**src/rtl/mad_dot_sequencer.sv**
```systemverilog
// Sequential dot-product controller around one shared multiply-add datapath (a*b + acc).
// Build option: define MAD_DOT_SAT_EN to saturate the accumulator on carry-out instead of wrapping.
module mad_dot_sequencer #(
    parameter int INPUT_WIDTH = 16,
    parameter int LEN_WIDTH   = 8
) (
    input  logic                       clk,
    input  logic                       rst,
    input  logic                       start,
    input  logic [LEN_WIDTH-1:0]       len,
    input  logic [2*INPUT_WIDTH-1:0]   acc_init,
    output logic                       busy,
    input  logic                       in_valid,
    output logic                       in_ready,
    input  logic [INPUT_WIDTH-1:0]     a,
    input  logic [INPUT_WIDTH-1:0]     b,
    output logic                       out_valid,
    input  logic                       out_ready,
    output logic [2*INPUT_WIDTH-1:0]   result,
    output logic                       overflow
);

    localparam int ACC_W = 2 * INPUT_WIDTH;
    localparam logic [LEN_WIDTH-1:0] LEN_ZERO = {LEN_WIDTH{1'b0}};
    localparam logic [LEN_WIDTH-1:0] LEN_ONE  = {{(LEN_WIDTH-1){1'b0}}, 1'b1};

    typedef enum logic [1:0] {
        ST_IDLE  = 2'd0,
        ST_ACCUM = 2'd1,
        ST_DONE  = 2'd2
    } state_t;

    state_t               state_r;
    state_t               state_n_s;
    logic [ACC_W-1:0]     acc_r;
    logic [ACC_W-1:0]     acc_n_s;
    logic [LEN_WIDTH-1:0] count_r;
    logic [LEN_WIDTH-1:0] count_n_s;
    logic                 overflow_r;
    logic                 overflow_n_s;
    logic                 busy_r;
    logic                 in_ready_r;
    logic                 out_valid_r;

    logic [ACC_W-1:0]     prod_s;
    logic [ACC_W:0]       sum_s;
    logic [ACC_W-1:0]     acc_beat_s;
    logic                 beat_s;

    // Shared datapath: full-width product plus accumulator with one carry bit.
    always_comb begin
        prod_s = {{INPUT_WIDTH{1'b0}}, a} * {{INPUT_WIDTH{1'b0}}, b};
        sum_s  = {1'b0, prod_s} + {1'b0, acc_r};
        beat_s = in_ready_r & in_valid;
`ifdef MAD_DOT_SAT_EN
        acc_beat_s = sum_s[ACC_W] ? {ACC_W{1'b1}} : sum_s[ACC_W-1:0];
`else
        acc_beat_s = sum_s[ACC_W-1:0];
`endif
    end

    // Next-state and next-datapath selection for the job sequencer.
    always_comb begin
        state_n_s    = state_r;
        acc_n_s      = acc_r;
        count_n_s    = count_r;
        overflow_n_s = overflow_r;
        case (state_r)
            ST_IDLE: begin
                if (start) begin
                    acc_n_s      = acc_init;
                    overflow_n_s = 1'b0;
                    if (len != LEN_ZERO) begin
                        count_n_s = len;
                        state_n_s = ST_ACCUM;
                    end else begin
                        count_n_s = LEN_ZERO;
                        state_n_s = ST_DONE;
                    end
                end else begin
                    state_n_s = ST_IDLE;
                end
            end
            ST_ACCUM: begin
                if (beat_s) begin
                    acc_n_s      = acc_beat_s;
                    overflow_n_s = overflow_r | sum_s[ACC_W];
                    count_n_s    = count_r - LEN_ONE;
                    if (count_r == LEN_ONE) begin
                        state_n_s = ST_DONE;
                    end else begin
                        state_n_s = ST_ACCUM;
                    end
                end else begin
                    state_n_s = ST_ACCUM;
                end
            end
            ST_DONE: begin
                if (out_ready) begin
                    state_n_s = ST_IDLE;
                end else begin
                    state_n_s = ST_DONE;
                end
            end
            default: begin
                state_n_s    = ST_IDLE;
                acc_n_s      = {ACC_W{1'b0}};
                count_n_s    = LEN_ZERO;
                overflow_n_s = 1'b0;
            end
        endcase
    end

    // State registers; handshake flags are registered from the next state so they never see in_valid/out_ready combinationally.
    always_ff @(posedge clk) begin
        if (rst) begin
            state_r     <= ST_IDLE;
            acc_r       <= {ACC_W{1'b0}};
            count_r     <= LEN_ZERO;
            overflow_r  <= 1'b0;
            busy_r      <= 1'b0;
            in_ready_r  <= 1'b0;
            out_valid_r <= 1'b0;
        end else begin
            state_r     <= state_n_s;
            acc_r       <= acc_n_s;
            count_r     <= count_n_s;
            overflow_r  <= overflow_n_s;
            busy_r      <= (state_n_s != ST_IDLE);
            in_ready_r  <= (state_n_s == ST_ACCUM);
            out_valid_r <= (state_n_s == ST_DONE);
        end
    end

    assign busy      = busy_r;
    assign in_ready  = in_ready_r;
    assign out_valid = out_valid_r;
    assign result    = acc_r;
    assign overflow  = overflow_r;

endmodule

```
**config.mk**
```make
export PLATFORM = sky130hd
export DESIGN_NAME = mad_dot_sequencer
export DESIGN_NICKNAME = d
export VERILOG_FILES = /design/src/rtl/mad_dot_sequencer.sv
export SDC_FILE = /design/constraint.sdc
export NUM_CORES = 1
export LEC_CHECK = 0
export CORE_ASPECT_RATIO = 1.5
export CORE_MARGIN = 5
export CORE_UTILIZATION = 55
export CTS_CLUSTER_DIAMETER = 150
export DETAILED_ROUTE_END_ITERATION = 7
export PLACE_DENSITY = 0.8
export SYNTH_ARGS = -nofsm -noshare
export SYNTH_HDL_FRONTEND = slang
export SYNTH_SLANG_ARGS = --single-unit
```
**constraint.sdc**
```tcl
create_clock -name clk -period 7.5 [get_ports clk]
set_input_delay 2.25 -clock clk [delete_from_list [all_inputs] [get_ports clk]]
set_output_delay 2.25 -clock clk [all_outputs]
set_load 0.005 [all_outputs]
```
# ---- Word-level counts from Yosys, hierarchy flattened
# Cells that the tools add are included.
# W data, S select, Z words.
dict set report word_totals {
  register_bits 46
  latchBits 0
  mem_bits_rw 0
  mem_bits_ro 0
  in_bits 77
  word_cells 40
  memories 0
}
dict set report classes {
  addsub 2
  multipliers 1
  n_div 0
  order_cmp 0
  eq_ne 7
  n_shift 0
  muxes 16
  bitwise 3
  n_reduce_logical 4
}
# operator count
set ops {}
lappend ops {{$pmux W32 S3} 1}
lappend ops {{$mux W32} 2}
lappend ops {{$add A32 B32 Y33} 1}
lappend ops {{$mul A16 B16 Y32} 1}
lappend ops {{$mux W8} 3}
lappend ops {{$pmux W8 S3} 1}
lappend ops {{$mux W2} 5}
lappend ops {{$eq A8 B1 Y1 const B} 1}
lappend ops {{$reduce_bool A8 Y1} 1}
lappend ops {{$sub A8 B1 Y8 const B} 1}
lappend ops {{$pmux W2 S3} 1}
lappend ops {{$eq A2 B1 Y1 const B} 2}
lappend ops {{$eq A2 B2 Y1 const B} 2}
lappend ops {{$ne A2 B2 Y1 const B} 2}
lappend ops {{$pmux W1 S3} 1}
lappend ops {{$reduce_and A3 Y1} 1}
lappend ops {{$logic_not A2 Y1} 1}
lappend ops {{$mux W1} 2}
lappend ops {{$reduce_bool A2 Y1} 1}
lappend ops {{$and A1 B1 Y1} 1}
lappend ops {{$not A1 Y1} 1}
lappend ops {{$or A1 B1 Y1} 1}

# ---- Longest topological paths before layout
dict set report depth {
  ltp_word 5
  mapped_depth 23
  mapped_depth_nobuf 22
}

# ---- Worst setup path before layout
# Ideal clock, no wire load.
dict set report synth_path {
  path_type {in2reg}
  start {input port b[7]}
  end {register acc_r[29], in the netlist result[29]}
  setup_time_ns 0.074
  t_arrival_ns 7.762
  slack_ns -0.336
  cell_stages 21
  path_buffers 2
  path_cell_list {clkbuf_1 > nand2_1 > fa_1 > inv_1 > fa_1 > inv_1 > fa_1 > inv_1 > fa_1 > fa_1 > inv_1 > fa_1 > inv_1 > ha_1 > clkbuf_1 > nand2_1 > or4_4 > a21oi_2 > a31oi_2 > or4_1 > a31oi_1}
}
dict set report synth_between {
  elab_chain_cells 4
}
# item line
set synth_lines {}
lappend synth_lines {{start: declaration} 16} ;# input logic [INPUT_WIDTH-1:0] b,
lappend synth_lines {{$mul A16 B16 Y32} 52} ;# prod_s = {{INPUT_WIDTH{1'b0}}, a} * {{INPUT_WIDTH{1'b0}}, b};
lappend synth_lines {{$add A32 B32 Y33} 53} ;# sum_s = {1'b0, prod_s} + {1'b0, acc_r};
lappend synth_lines {{$mux W32} 85} ;# if (beat_s) begin
lappend synth_lines {{$pmux W32 S3} 68} ;# case (state_r)
lappend synth_lines {{end signal: assignment} 118} ;# acc_r <= {ACC_W{1'b0}};
lappend synth_lines {{end signal: assignment} 126} ;# acc_r <= acc_n_s;
lappend synth_lines {{end: declaration} 35} ;# logic [ACC_W-1:0] acc_r;
# No other way between the ends. The select of a mux whose other input is x is not followed.
# A chain may end at the register's enable or synchronous reset.

# ---- Final worst setup path
dict set report layout_path {
  start {input port a[9]}
  end {register acc_r[29], in the netlist result[29]}
}
dict set report layout_between {
  elab_chain_cells 4
}
# item line
set layout_lines {}
lappend layout_lines {{start: declaration} 15} ;# input logic [INPUT_WIDTH-1:0] a,
lappend layout_lines {{$mul A16 B16 Y32} 52}
lappend layout_lines {{$add A32 B32 Y33} 53}
lappend layout_lines {{$mux W32} 85}
lappend layout_lines {{$pmux W32 S3} 68}
# No other way between the ends. The select of a mux whose other input is x is not followed.

==> impl_metrics.json <==
{
  "status": "finished, violations left",
  "violations": "negative setup slack",
  "whs_path_depth": 2,
  "drtAntennaViolNets": 0,
  "syn_inst": 1397,
  "yosys.area.top_type": "fa_1",
  "io_buffer_count": 112,
  "fin_ws_ns": -0.0309,
  "holdBufCountCts": 0,
  "min_to": "result[12]$_SDFFE_PP0P_",
  "cts.sinks": 46,
  "grt_overflow": 0,
  "slew_viol_final": 0,
  "gp_congestion": 0.942,
  "drive_gt1_share_pct": 23.2,
  "rrSetupSlack_ns": 2.62,
  "ys_types": 58,
  "synth.area.top_cells": "fa_1 (39%), inv_1 (11%), ha_1 (11%)",
  "wl_per_cell_microns": 18.6,
  "end_kind": "flip-flop",
  "layout_commonest_cell": "inv_1",
  "worstMarginPinSlew_ns": 1.15,
  "numCtsBuffers": 5,
  "synth_area_sq_um": 11700,
  "worstHoldPathType": "reg2reg",
  "viasPerCell": 5.56,
  "syn_avg_cell_area_sq_um": 8.41,
  "cp.arrival_ns": 7.75,
  "final_cells": 1910,
  "hold_viol_final": 0,
  "finalCritPeriodShare_pct": 100,
  "synth_ff_type": "dfxtp_1",
  "crit_required_ns": 7.72,
  "pre_cts_ws_ns": -0.814,
  "grt_max_degree": 56,
  "synth_edf_count": 0,
  "most-common-layout-cells": "inv_1 (322), fa_1 (211), nand2_1 (156)",
  "rsz0062_at_grt": "yes",
  "ys_async_sr_fraction_pct": 0,
  "drt-total-wl_microns": 35500,
  "fin_area_sq_um": 15400,
  "cts_root_buf": "clkbuf_16",
  "core-area_sq_um": 21100,
  "fin_crit_ns": 7.53,
  "cap_violations": 0,
  "synthesis.nets": 1806,
  "antenna_found_initial": 0,
  "r2r-end": "result[29]$_SDFFE_PP0P_",
  "initial_core_util_pct": 55.8,
  "h-tree-depth": 2,
  "synth_warnings": 0,
  "worstHoldStart": "result[12]$_SDFFE_PP0P_",
  "rr_worst_depth": 15,
  "cts_tree": "built",
  "grt_use_total_pct": 27.7,
  "io_pins": 113,
  "dieArea_sq_um": 24400,
  "startpoint_type": "primary input",
  "synth_top_area_share_pct": 38.5,
  "synth-seq-cells": 46,
  "grt_pass1_wl_microns": 55100,
  "drc_errors": 0,
  "hpwl_microns": 26100,
  "relSlewSlack_pct": 23.3,
  "vias": 10600,
  "die_h_microns": 189,
  "setup-violations-final": 1,
  "synthToLayoutAreaGrowth_pct": 31.2,
  "nets": 2050,
  "worstPathMaxFanout": 7,
  "yosysSeqAreaShare_pct": 7.84,
  "reg2reg_from": "result[10]$_SDFFE_PP0P_",
  "clk_latency_ns": 0.30,
  "max_freq_mhz": 133,
  "crit_type": "in2reg",
  "num_rows": 65,
  "diodes": 0,
  "die_w_microns": 129,
  "finClkSkew_ns": 0.0102,
  "clkTransAtPathRegs_ns": 0.07,
  "dr.pass1.iters": 6,
  "drt_first_iter_violations": 728,
  "place_inst": 1851,
  "grt_pass1_vias": 11400,
  "place_area_sq_um": 14100,
  "cts_buffer_depth": 2
}
worst max-delay path, cell delays in order:
cell and delay (ns):
buf_12 0.11, and2_4 0.15, fa_1 0.56, inv_2 0.05, fa_1 0.50, fa_1 0.56
inv_2 0.05, fa_1 0.51, fa_1 0.51, inv_2 0.04, fa_1 0.51, inv_2 0.05
ha_4 0.26, nand2_2 0.05, or4_4 0.54, a21oi_4 0.22, a31oi_4 0.15, or4_4 0.50
a31oi_1 0.18
cell type report:
class | count | area, sq um
multi-input cells | 936 | 9900
fillers | 1403 | 5650
repair buffers | 297 | 2730
inverters | 355 | 1330
flip-flops and latches | 46 | 921
well taps | 268 | 335
clock buffers | 5 | 125
clock inverters | 3 | 68.8
cell families (layout without fill, tap and decap cells):
kind of cell / Yosys count / count (layout) / share of synthesized area (%)
AO/OA/AOI/OAI: 165 / 165 / 9.29
XOR/XNOR: 24 / 24 / 1.79
adder cells (fa/ha/maj): 332 / 332 / 49.8
buffers and inverters: 415 / 660 / 13.3
flip-flops: 46 / 46 / 7.84
multiplexers: 15 / 15 / 1.36
AND/OR/NAND/NOR: 400 / 400 / 16.6
routing by layer:
metal | global-route usage (%) | routed length, microns | vias to the layer above
met2 | 49.7 | 18500 | 498
li1 | - | - | 4732
met1 | 34.7 | 13000 | 5236
met5 | 0 | 0 | -
met3 | 1.95 | 1920 | 159
met4 | 10.1 | 2030 | 0
state kept, by name, summed over array words and instances, names as in the netlist:
register / count
busy: 1
count_r: 8
in_ready: 1
out_valid: 1
overflow: 1
result: 32
state_r: 2
synthesized netlist by cell type, drive strengths merged, types with 2 or more instances:
library cell / instances
a211o: 3
dfxtp: 46
xnor2: 19
nand4: 8
nor4: 2
a221oi: 12
o21bai: 6
nor2: 42
o22ai: 5
clkbuf: 59
a21oi: 58
a31o: 3
a211oi: 5
or4: 4
or3: 3
nor3: 18
inv: 355
mux2i: 7
a2111oi: 2
or2: 2
fa: 226
and2: 121
nand2: 169
and3: 7
ha: 106
a21o: 10
mux2: 8
nand3: 12
o22a: 2
a31oi: 11
nor3b: 2
a22oi: 8
nor2b: 7
xor2: 5
o31ai: 2
o21ai: 26
o2111ai: 2
what timing repair did:
item | CTS | global route
pin swaps | 66 | 97
cloned | 4 | 2
setup buffers | 33 | 18
hold endpoints to repair | 0 | 0
resized for setup | 168 | 172
setup endpoints to repair | 22 | 20
worst max path at each step:
| stage | startpoint | endpoint | slack (ns) |
|---|---|---|---|
| 6_report | a[9] | result[29]$_SDFFE_PP0P_ | -0.03 |
| 3_5_place_dp | a[7] | result[26]$_SDFFE_PP0P_ | -0.81 |
| 3_3_place_gp | a[7] | result[29]$_SDFFE_PP0P_ | -0.74 |
| 4_1_cts | a[11] | result[28]$_SDFFE_PP0P_ | 0.002 |
| 5_1_grt | a[4] | result[29]$_SDFFE_PP0P_ | -0.20 |
| 2_1_floorplan | a[7] | result[29]$_SDFFE_PP0P_ | 0.004 |
through the flow:
stage / setup TNS [ns] / utilization (%) / hold WS [ns]
2_1_floorplan: 0 / - / 0.454
3_3_place_gp: -12.48 / 67.1 / 0.472
3_5_place_dp: -14.13 / 67.1 / 0.476
4_1_cts: 0 / 70.9 / 0.488
5_1_grt: -1.13 / 73.2 / 0.514
6_report: -0.0309 / 73.2 / 0.491
Power is left out: the tool's default activity adds up to more than one toggle a clock period on the data nets, which glitch-free logic cannot reach.
